## src/rtl/hc_sr04_ctrl.sv

```systemverilog
// rtl/hc_sr04_ctrl.sv - HC-SR04 ultrasonic ranging controller
module hc_sr04_ctrl #(
    parameter int unsigned TRIG_US    = 12,
    parameter int unsigned PERIOD_US  = 60000,
    parameter int unsigned TIMEOUT_US = 38000
) (
    input  logic        sys_clk,
    input  logic        sys_rst_n,
    input  logic        clk_us,
    input  logic        echo,
    output logic        trig,
    output logic [15:0] echo_us,
    output logic [9:0]  dist_cm,
    output logic        data_valid,
    output logic        timeout
);

    localparam logic [15:0] TRIG_LAST    = 16'(TRIG_US - 1);
    localparam logic [15:0] PERIOD_LAST  = 16'(PERIOD_US - 1);
    localparam logic [15:0] TIMEOUT_LAST = 16'(TIMEOUT_US - 1);
    localparam logic [31:0] CM_PER_US_Q16 = 32'd1130;

    typedef enum logic [2:0] {
        ST_IDLE,
        ST_TRIG,
        ST_WAIT_RISE,
        ST_MEASURE,
        ST_DONE,
        ST_HOLD
    } state_t;

    state_t      state;
    state_t      state_next;

    logic        echo_meta;
    logic        echo_s;
    logic        echo_d;
    logic        echo_rise;
    logic        echo_fall;

    logic [15:0] t_cnt;
    logic [15:0] p_cnt;
    logic [15:0] to_cnt;
    logic [15:0] w_cnt;
    logic        meas_timeout;
    logic        window_expired;

    logic        trig_next;
    logic        dv_next;
    logic [9:0]  dist_calc;

    // Two-flop synchronizer plus one more stage for edge detection
    always_ff @(posedge sys_clk or negedge sys_rst_n) begin
        if (!sys_rst_n) begin
            echo_meta <= 1'b0;
            echo_s    <= 1'b0;
            echo_d    <= 1'b0;
        end else begin
            echo_meta <= echo;
            echo_s    <= echo_meta;
            echo_d    <= echo_s;
        end
    end

    assign echo_rise      = echo_s & ~echo_d;
    assign echo_fall      = ~echo_s & echo_d;
    assign window_expired = clk_us && (to_cnt >= TIMEOUT_LAST);

    always_ff @(posedge sys_clk or negedge sys_rst_n) begin
        if (!sys_rst_n) begin
            state <= ST_IDLE;
        end else begin
            state <= state_next;
        end
    end

    always_comb begin
        state_next = state;
        case (state)
            ST_IDLE: begin
                if (clk_us) begin
                    state_next = ST_TRIG;
                end
            end
            ST_TRIG: begin
                if (clk_us && (t_cnt == TRIG_LAST)) begin
                    state_next = ST_WAIT_RISE;
                end
            end
            ST_WAIT_RISE: begin
                if (window_expired) begin
                    state_next = ST_DONE;
                end else if (echo_rise) begin
                    state_next = ST_MEASURE;
                end
            end
            ST_MEASURE: begin
                if (echo_fall || window_expired) begin
                    state_next = ST_DONE;
                end
            end
            ST_DONE: begin
                state_next = ST_HOLD;
            end
            ST_HOLD: begin
                if (clk_us && (p_cnt >= PERIOD_LAST)) begin
                    state_next = ST_TRIG;
                end
            end
            default: begin
                state_next = ST_IDLE;
            end
        endcase
    end

    always_comb begin
        trig_next = (state_next == ST_TRIG);
        dv_next   = (state == ST_DONE);
    end

    // Counters only move on microsecond ticks; entry into a state clears them
    always_ff @(posedge sys_clk or negedge sys_rst_n) begin
        if (!sys_rst_n) begin
            t_cnt  <= '0;
            p_cnt  <= '0;
            to_cnt <= '0;
            w_cnt  <= '0;
        end else begin
            if (state != ST_TRIG) begin
                t_cnt <= '0;
            end else if (clk_us) begin
                t_cnt <= t_cnt + 16'd1;
            end

            if ((state_next == ST_TRIG) && (state != ST_TRIG)) begin
                p_cnt <= '0;
            end else if (clk_us && (p_cnt != 16'hffff)) begin
                p_cnt <= p_cnt + 16'd1;
            end

            if (state == ST_TRIG) begin
                to_cnt <= '0;
            end else if (clk_us && ((state == ST_WAIT_RISE) || (state == ST_MEASURE))) begin
                to_cnt <= to_cnt + 16'd1;
            end

            if (state == ST_WAIT_RISE) begin
                w_cnt <= '0;
            end else if (clk_us && (state == ST_MEASURE)) begin
                w_cnt <= w_cnt + 16'd1;
            end
        end
    end

    // A fall wins over an expiring window in the same cycle
    always_ff @(posedge sys_clk or negedge sys_rst_n) begin
        if (!sys_rst_n) begin
            meas_timeout <= 1'b0;
        end else if ((state_next == ST_DONE) && (state != ST_DONE)) begin
            meas_timeout <= !((state == ST_MEASURE) && echo_fall);
        end
    end

    // 1130/65536 cm per us approximates the 343 m/s round trip
    assign dist_calc = 10'((32'(w_cnt) * CM_PER_US_Q16) >> 16);

    always_ff @(posedge sys_clk or negedge sys_rst_n) begin
        if (!sys_rst_n) begin
            trig       <= 1'b0;
            data_valid <= 1'b0;
            echo_us    <= '0;
            dist_cm    <= '0;
            timeout    <= 1'b0;
        end else begin
            trig       <= trig_next;
            data_valid <= dv_next;
            if (state == ST_DONE) begin
                if (meas_timeout) begin
                    echo_us <= '0;
                    dist_cm <= '0;
                    timeout <= 1'b1;
                end else begin
                    echo_us <= w_cnt;
                    dist_cm <= dist_calc;
                    timeout <= 1'b0;
                end
            end
        end
    end

endmodule

```

## config.mk

```make
export PLATFORM = sky130hd
export DESIGN_NAME = hc_sr04_ctrl
export DESIGN_NICKNAME = d
export VERILOG_FILES = /design/src/rtl/hc_sr04_ctrl.sv
export SDC_FILE = /design/constraint.sdc
export NUM_CORES = 1
export LEC_CHECK = 0
export BUFFER_PORTS_ARGS = -buffer_cell sky130_fd_sc_hd__buf_4
export CAP_MARGIN = 20
export CORE_MARGIN = 3
export CORE_UTILIZATION = 50
export CTS_CLUSTER_DIAMETER = 150
export DETAILED_ROUTE_END_ITERATION = 12
export PLACE_DENSITY = 0.67
export SLEW_MARGIN = 25
export SYNTH_ARGS = -nofsm -noshare
export SYNTH_HDL_FRONTEND = slang
export SYNTH_SLANG_ARGS = --single-unit
```

## constraint.sdc

```tcl
create_clock -name sys_clk -period 7.8 [get_ports sys_clk]
set_clock_uncertainty 0.15 [all_clocks]
set_input_delay 0.78 -clock sys_clk [delete_from_list [all_inputs] [get_ports sys_clk]]
set_output_delay 0.78 -clock sys_clk [all_outputs]
set_load 0.005 [all_outputs]
```

### After elaboration in Yosys (flattened, before gate mapping)

Cells that the tools add are included.

| operators by class | value |
|---|---|
| multiplexer cells | 18 |
| equal/unequal tests | 11 |
| bitwise gates (word level) | 4 |
| reduce and logical (&&, ||, !) cells | 17 |
| shifts and indexed selects | 0 |
| magnitude comparators | 2 |
| divide/modulo/power cells | 0 |
| $add $sub $neg | 4 |
| multiply operators | 1 |

Operator list:

| kind | count |
|---|---|
| two-way mux 16 bit | 9 |
| adder 16 x 1 -> 16 bit (second input constant) | 4 |
| >= comparator 16 bit (second input constant) | 2 |
| multiplier 16 x 10 -> 25 bit (second input constant) | 1 |
| two-way mux 3 bit | 6 |
| case mux 3 bit (6 select lines) | 1 |
| == test 16 x 4 -> 1 bit (second input constant) | 1 |
| != test 16 bit (second input constant) | 1 |
| two-way mux 10 bit | 1 |
| == test 3 bit (second input constant) | 3 |
| logical AND 1 bit | 9 |
| nonzero test 2 bit | 4 |
| == test 3 x 1 -> 1 bit (second input constant) | 2 |
| == test 3 x 2 -> 1 bit (second input constant) | 2 |
| logical NOT 3 bit | 1 |
| != test 3 x 1 -> 1 bit (second input constant) | 1 |
| != test 3 bit (second input constant) | 1 |
| AND 1 bit | 2 |
| logical OR 1 bit | 2 |
| inverter 1 bit | 2 |
| logical NOT 1 bit | 1 |
| two-way mux 1 bit | 1 |

| storage, ports and cells | value |
|---|---|
| latch bits | 0 |
| output and inout bits | 29 |
| memories | 0 |
| flip-flop bits (word level) | 100 |
| word-level logic and storage cells | 71 |
| bits in read-only memories | 0 |
| input bits | 4 |
| RAM bits | 0 |

### Logic depth before layout (Yosys ltp)

Gate-level depths: netlist of the first run.

| logic depth | value |
|---|---|
| depth in word-level cells | 8 |
| depth in mapped cells | 16 |
| gate-level depth less buffers | 16 |

### Worst setup path before layout of the first run

OpenSTA, ideal clock, no wires.

| timing | value |
|---|---|
| path type | flip-flop to flip-flop |
| start point | register w_cnt[7] |
| end point | register dist_cm[8] |
| cell stages (with the launch flop) | 15 |
| period minus slack after synthesis | 4.420 ns |
| setup slack | 3.380 ns |
| arrival | 4.148 ns |
| buffers on the path | 0 |
| library setup time | 0.122 ns |
| path through | dfrtp_1 ha_1 ha_1 fa_1 fa_1 inv_1 fa_1 inv_1 ha_1 nand4_1 nor2_1 o21ai_2 a2111oi_2 o21ai_0 a32o_1 |

| between the ends | value |
|---|---|
| word-level cells in the longest chain between the ends | 2 |

RTL lines:

| item | line | source |
|---|---|---|
| from (decl) | 44 | `logic [15:0] w_cnt;` |
| from (signal assigned) | 150 | `w_cnt <= w_cnt + 16'd1;` |
| multiplier 16 x 10 -> 25 bit | 165 | `assign dist_calc = 10'((32'(w_cnt) * CM_PER_US_Q16) >> 16);` |
| two-way mux 10 bit | 178 | `if (meas_timeout) begin` |
| to (signal assigned) | 184 | `dist_cm <= dist_calc;` |
| to (decl) | 13 | `output logic [9:0] dist_cm,` |

No other way between the ends.
A chain may end at the register's enable or synchronous reset.

### Final worst setup path of the first run

| timing | value |
|---|---|
| start point | register w_cnt[5] |
| end point | register dist_cm[3] |

Same word-level chain as after synthesis.

==> results of run 1 <==
## cell families after synthesis
kind of cell	after synthesis	share of synthesized area, %
buffers and inverters	82	4.96
AND/OR/NAND/NOR	245	17.0
multiplexers	5	0.719
adder cells (fa/ha/maj)	120	25.1
XOR/XNOR	62	7.80
AO/OA/AOI/OAI	85	8.47
flip-flops	100	35.9
## sequential cells by signal, summed over array words and instances, names as in the netlist
register / cells
t_cnt: 16
to_cnt: 16
echo_meta: 1
meas_timeout: 1
echo_d: 1
echo_s: 1
p_cnt: 16
echo_us: 16
trig: 1
state: 3
dist_cm: 10
data_valid: 1
timeout: 1
w_cnt: 16
## worst paths after layout
| check | slack (ps) | to | depth (start not counted) |
|---|---|---|---|
| worst max-delay path | 2990 | dist_cm[3] | 16 |
| worst min-delay path | 170 | dist_cm[8] | 1 |
| worst max register to register | 2990 | dist_cm[3] | 16 |
| worst min register to register | 200 | echo_s | 0 |
| max in group asynchronous | 6070 | w_cnt[4] | 2 |
| min in group sys_clk | 200 | echo_s | 0 |
## area by class of cell
class	count	area (um2)	share of cell area [%]
Multi-Input combinational cell	517	4120	53.8
Sequential cell	100	2500	32.6
Timing Repair Buffer	34	255	3.33
Inverter	63	241	3.15
Clock buffer	9	225	2.94
Tap cell	176	220	2.87
Clock inverter	7	97.6	1.27
## layer usage
layer | vias to the layer above | global-route usage [%] | share of wire, %
li1 | 2429 | - | -
met1 | 2424 | 25.5 | 45
met2 | 56 | 33.6 | 50
met3 | 18 | 3.91 | 3.2
met4 | 0 | 5.89 | 1.6
met5 | - | 0 | 0
## power groups by stage
stage          registers, W  logic (W)  clock network (W)
4_1_cts            0.000557  0.0000667           0.000502
3_3_place_gp       0.000565  0.0000629                  0
3_5_place_dp       0.000567  0.0000666                  0
6_report           0.000557  0.0000649           0.000489
5_1_grt            0.000561  0.0000763           0.000525
2_1_floorplan      0.000562  0.0000447                  0
## placed cells by master, fill, tap and decap left out, types with 9 or more instances in the layout
cell / synthesis / final
a21oi_1: 16 / 16
buf_4: 1 / 34
clkbuf_16: 0 / 9
dfrtp_1: 100 / 100
fa_1: 33 / 33
ha_1: 86 / 86
inv_1: 62 / 62
nand2_1: 60 / 60
nand3_1: 30 / 30
nand4_1: 14 / 14
nor2_1: 86 / 85
nor3_1: 9 / 9
o21ai_0: 22 / 22
o31ai_1: 9 / 9
xnor2_1: 29 / 29
xor2_1: 33 / 33
## per-stage QoR
step                      worst slack, ps  total power (W)  utilization [%]  cells  hold WS [ps]
after floorplan                      3380         0.000607                -    699           181
after global placement               3110         0.000628             54.5    890           183
after detailed placement             2980         0.000633             54.5    890           191
after CTS                            2980          0.00113             56.9    906           172
after global routing                 2760          0.00116             57.0    906           181
final                                2990          0.00111             57.0    906           170
==> flow_metrics.py, run 1 <==
metrics = {
    "clocking": {
        "clkLatencyLatePin_ps": 360,
        "ctsHoldBuffers": 0,
        "clock-root-buffer": "clkbuf_16",
        "ctsResizeCount": 0,
        "cts-buffers-inserted": 9,
        "cts_tree": "built",
        "h-tree-depth": 3,
        "postCtsSetupRepairBufs": 0,
        "clk_pin_slew_ps": 80,
        "clk_path_buf_depth": 2,
        "cts.sinks": 100,
    },
    "floorplanning": {
        "die_h_um": 124,
        "coreArea_um2": 13500,
        "ioPinCount": 33,
        "die-area_um2": 15400,
        "fp-row-count": 42,
        "dieWidth_um": 124,
        "initial_utilization_pct": 51.7,
    },
    "yosys": {
        "async_flop_share_pct": 100,
        "yosysTopAreaCell": "dfrtp_1",
        "yosys-top-cells-count": "dfrtp_1, ha_1, nor2_1",
        "syn_inst": 699,
        "synth_top_cell_area_share_pct": 35.9,
        "synth_edf_count": 0,
        "syn_area_um2": 6960,
        "synth_nets": 822,
        "synth.top_cells.by_area": "dfrtp_1, ha_1, fa_1",
        "synthFlopType": "dfrtp_1",
        "ys_types": 62,
        "yosys_register_bits": 100,
        "syn_area_per_cell_um2": 9.96,
        "yosysMostFrequentCell": "dfrtp_1",
        "seq_area_frac_synth_pct": 35.9,
        "yosysWarnings": 0,
    },
    "detailed_routing": {
        "dr.first_iter.drc_count": 300,
        "drc_errors": 0,
        "first_pass_iters": 5,
        "drt.antenna.violating_nets": 0,
        "via_per_inst": 5.44,
        "vias": 4927,
        "wire_per_inst_um": 15.5,
        "wirelength_mm": 14.0,
    },
    "outcome": {
        "status": "completed",
    },
    "timing": {
        "relSlewSlack_pct": 35.1,
        "tightest_slew_ps": 969,
        "rsz0062_at_grt": "no",
        "fmaxAchievable_ghz": 0.208,
        "fin_crit_sh_pct": 61.6,
        "setup_viol": 0,
        "hold_viol_final": 0,
        "slew_violations": 0,
        "tns_ps": 0,
        "period_needed_ps": 4810,
    },
    "critical_path": {
        "worstPathRequired_ps": 7900,
        "crit_top_cell": "inv_1",
        "crit_family": "adder cells",
        "worstPathMaxFanout": 7,
        "crit_type": "reg -> reg",
        "crit_buf_inv": 4,
        "reg2reg_from": "w_cnt[5]",
        "startpoint": "w_cnt[5]",
        "crit_chain": "ha_1 > ha_1 > inv_1 > fa_1 > inv_1 > fa_1 > inv_1 > fa_1 > inv_1 > ha_1 > a21oi_1 > o21bai_1 > o21ai_0 > a21oi_1 > or3_1 > a32o_1",
        "start_kind": "register",
        "critPathSlowestCell": "fa_1",
        "critPathMaxStageDelay_ps": 540,
        "cp_data_arrival_time_ps": 4910,
        "end_kind": "register",
    },
    "placement": {
        "portBuffers": 32,
        "place_hpwl_mm": 10.7,
        "gp_congestion": 0.963,
        "place_area_um2": 7330,
    },
    "global_routing": {
        "grt_pass1_vias": 4973,
        "antenna_found_initial": 0,
        "grt_pass1_wl_mm": 23.7,
        "grt_overflow": 0,
        "grt_use_total_pct": 19.7,
        "grt_max_degree": 76,
    },
    "power": {
        "p_leak_nw": 3.80,
        "p_int_w": 0.000846,
        "power_density_nw_per_um2": 145,
        "p_sw_share_pct": 23.8,
        "switchingPower_w": 0.000265,
        "pwr-share-clk_pct": 44.0,
        "ir_drop_mv": 0.129,
        "combPwrFrac_pct": 5.8,
        "sequentialPowerShare_pct": 50.2,
    },
    "min_path": {
        "hold_class": "in -> async",
    },
    "layout": {
        "fill_cells": 1186,
        "insertedDiodeCount": 0,
        "finalInstanceArea_um2": 7660,
        "nNetsFinal": 848,
        "area_growth_pct": 10.1,
        "drive_gt1_share_pct": 9.04,
    },
    "job": {
        "max_cap_viol_count": 0,
    },
}
Note: power is estimated with default switching activity, not from simulation.
==> inputs of run 2 (changes only) <==
--- a/config.mk
+++ b/config.mk
@@ -11,7 +11,7 @@
 export CORE_UTILIZATION = 50
 export CTS_CLUSTER_DIAMETER = 150
 export DETAILED_ROUTE_END_ITERATION = 12
-export PLACE_DENSITY = 0.67
+export PLACE_DENSITY = 0.7
 export SLEW_MARGIN = 25
 export SYNTH_ARGS = -nofsm -noshare
 export SYNTH_HDL_FRONTEND = slang
==> constraint.sdc (replaced) <==
create_clock -name sys_clk -period 3.9 [get_ports sys_clk]
set_clock_uncertainty 0.15 [all_clocks]
set_input_delay 0.39 -clock sys_clk [delete_from_list [all_inputs] [get_ports sys_clk]]
set_output_delay 0.39 -clock sys_clk [all_outputs]
set_load 0.005 [all_outputs]
==> run 2 against run 1 <==
Against the previous run:
- the run now ends with setup timing left
- sequential share of layout area is 3.5 points lower
- combinational power is 110% higher
- global-route usage increased by 2.3 points
- via count is 7.3% higher
- sequential power grew 100%
- worst setup slack got worse by 3400 ps
- flip-flop and latch count unchanged
- register-to-register slack got worse by 3400 ps
- clock-buffer cell count rose by 1
- clock power rose by 100%
- critical path type unchanged
- largest cell class unchanged
- largest power group unchanged
==> flow_metrics.py, run 2 (same netlist as run 1, synthesis figures left out) <==
metrics = {
    "timing": {
        "relSlewSlack_pct": 33.5,
        "tightest_slew_ps": 992,
        "setup_viol": 10,
        "period_needed_ps": 4310,
        "fmaxAchievable_ghz": 0.232,
        "fin_crit_sh_pct": 110,
        "tns_ps": -3230,
        "rsz0062_at_grt": "yes",
        "setup_ws_ps": -406,
        "hold_viol_final": 0,
        "slew_violations": 0,
    },
    "critical_path": {
        "start_kind": "register",
        "crit_type": "reg -> reg",
        "cp_data_arrival_time_ps": 4400,
        "crit_top_cell": "ha_1",
        "critPathMaxStageDelay_ps": 530,
        "worstPathRequired_ps": 4000,
        "crit_family": "adder cells",
        "worstPathMaxFanout": 5,
        "critPathSlowestCell": "fa_1",
        "end_kind": "register",
        "crit_chain": "buf_6 > ha_1 > ha_1 > inv_1 > fa_1 > inv_1 > fa_1 > ha_1 > a21o_1 > a21o_1 > o211ai_1 > a31oi_4 > or3_1 > a32o_1",
        "crit_buf_inv": 3,
    },
    "clocking": {
        "clock-root-buffer": "clkbuf_16",
        "clkLatencyLatePin_ps": 360,
        "cts_tree": "built",
        "clk_path_buf_depth": 2,
        "clk_pin_slew_ps": 70,
        "cts.sinks": 100,
        "h-tree-depth": 3,
        "cts-buffers-inserted": 9,
    },
    "detailed_routing": {
        "drc_errors": 0,
        "dr.first_iter.drc_count": 302,
        "vias": 5289,
        "wire_per_inst_um": 16.0,
        "drt.antenna.violating_nets": 0,
        "wirelength_mm": 15.6,
        "via_per_inst": 5.42,
        "first_pass_iters": 4,
    },
    "global_routing": {
        "grt_pass1_wl_mm": 26.2,
        "grt_pass1_vias": 5261,
        "grt_overflow": 0,
        "grt_use_total_pct": 22.0,
        "grt_max_degree": 54,
        "antenna_found_initial": 0,
    },
    "layout": {
        "mostFrequentLayoutCell": "buf_4",
        "mostFrequentLayoutCells": "buf_4, dfrtp_1, nor2_1",
        "nNetsFinal": 918,
        "insertedDiodeCount": 0,
        "area_growth_pct": 23.8,
        "drive_gt1_share_pct": 23.1,
        "fin_util_pct": 64.0,
    },
    "power": {
        "power_density_nw_per_um2": 260,
        "p_leak_nw": 4.14,
        "ir_drop_mv": 0.218,
        "power_w": 0.00224,
    },
    "placement": {
        "portBuffers": 32,
        "place_hpwl_mm": 11.9,
        "gp_congestion": 0.891,
    },
    "outcome": {
        "violations": "setup timing",
        "status": "finished, violations left",
    },
    "floorplanning": {
        "ioPinCount": 33,
        "coreArea_um2": 13500,
        "fp-row-count": 42,
        "initial_utilization_pct": 51.7,
        "die_h_um": 124,
        "dieWidth_um": 124,
        "die-area_um2": 15400,
    },
    "min_path": {
        "hold_class": "reg -> reg",
    },
    "job": {
        "max_cap_viol_count": 0,
    },
}
[run 2: cell types whose count changed in the layout (fill, tap and decap cells not counted), sizes merged]
cell,previous run,this run
clkbuf,9,10
inv,65,66
clkinv,2,1
dlygate4sd3,0,2
buf,34,102
clkinvlp,1,0
[run 2: routing by layer]
metal	track usage [%]	routed length, um	up-vias
li1	-	-	2575
met1	30.5	7180	2601
met2	35.8	7700	89
met3	2.77	471	24
met4	7.46	298	0
met5	0	0	-
[run 2: what timing repair did]
action,4_1_cts,5_1_grt
pin swaps,16,13
gates resized for setup,12,16
hold buffers,2,0
endpoints found under the hold margin,52,0
setup buffers,3,4
gates cloned,0,0
endpoints found under the setup margin,10,10
[run 2: final cells by class]
| cell class | count | area, um2 |
|---|---|---|
| fillers | 1079 | 4840 |
| multi-input cells | 517 | 4520 |
| flip-flops and latches | 100 | 2510 |
| repair buffers | 104 | 793 |
| inverters | 63 | 241 |
| clock buffers | 10 | 229 |
| well taps | 176 | 220 |
| clock inverters | 6 | 93.8 |
[run 2: report_power, final]
| group | internal (W) | total (W) | switching [W] |
|---|---|---|---|
| combinational | 0.0000545 | 0.000134 | 0.0000794 |
| clock | 0.000571 | 0.000991 | 0.000420 |
| sequential | 0.00107 | 0.00112 | 0.0000455 |
[run 2: worst register-to-register path, cell delays in order (launching register included)]
cell	delay [ps]
dfrtp_2	470
buf_6	150
ha_1	290
ha_1	280
inv_1	50
fa_1	530
inv_1	50
fa_1	450
ha_1	300
a21o_1	160
a21o_1	220
o211ai_1	390
a31oi_4	130
or3_1	310
a32o_1	240
[run 2: path summary, 6_finish.rpt]
path                            from    endpoint  slack, ps  cells after the start
setup / recovery            w_cnt[5]  dist_cm[5]       -410                     14
hold reg to reg            echo_meta      echo_s        200                      0
setup reg to reg            w_cnt[5]  dist_cm[5]       -410                     14
hold / removal             echo_meta      echo_s        200                      0
min in group asynchronous  sys_rst_n    p_cnt[2]        450                      2
max in group asynchronous  sys_rst_n    t_cnt[6]       2300                      3
[run 2: per-stage QoR]
| stage | area [um2] | setup slack, ps | cells | hold WS (ps) |
|---|---|---|---|---|
| final | 8620 | -406 | 976 | 204 |
| after global routing | 8620 | -557 | 976 | 208 |
| after CTS | 8490 | -375 | 972 | 206 |
| after detailed placement | 8070 | -397 | 952 | 190 |
| after global placement | 8070 | -332 | 952 | 201 |
| after floorplan | 7230 | -271 | 699 | -55.6 |
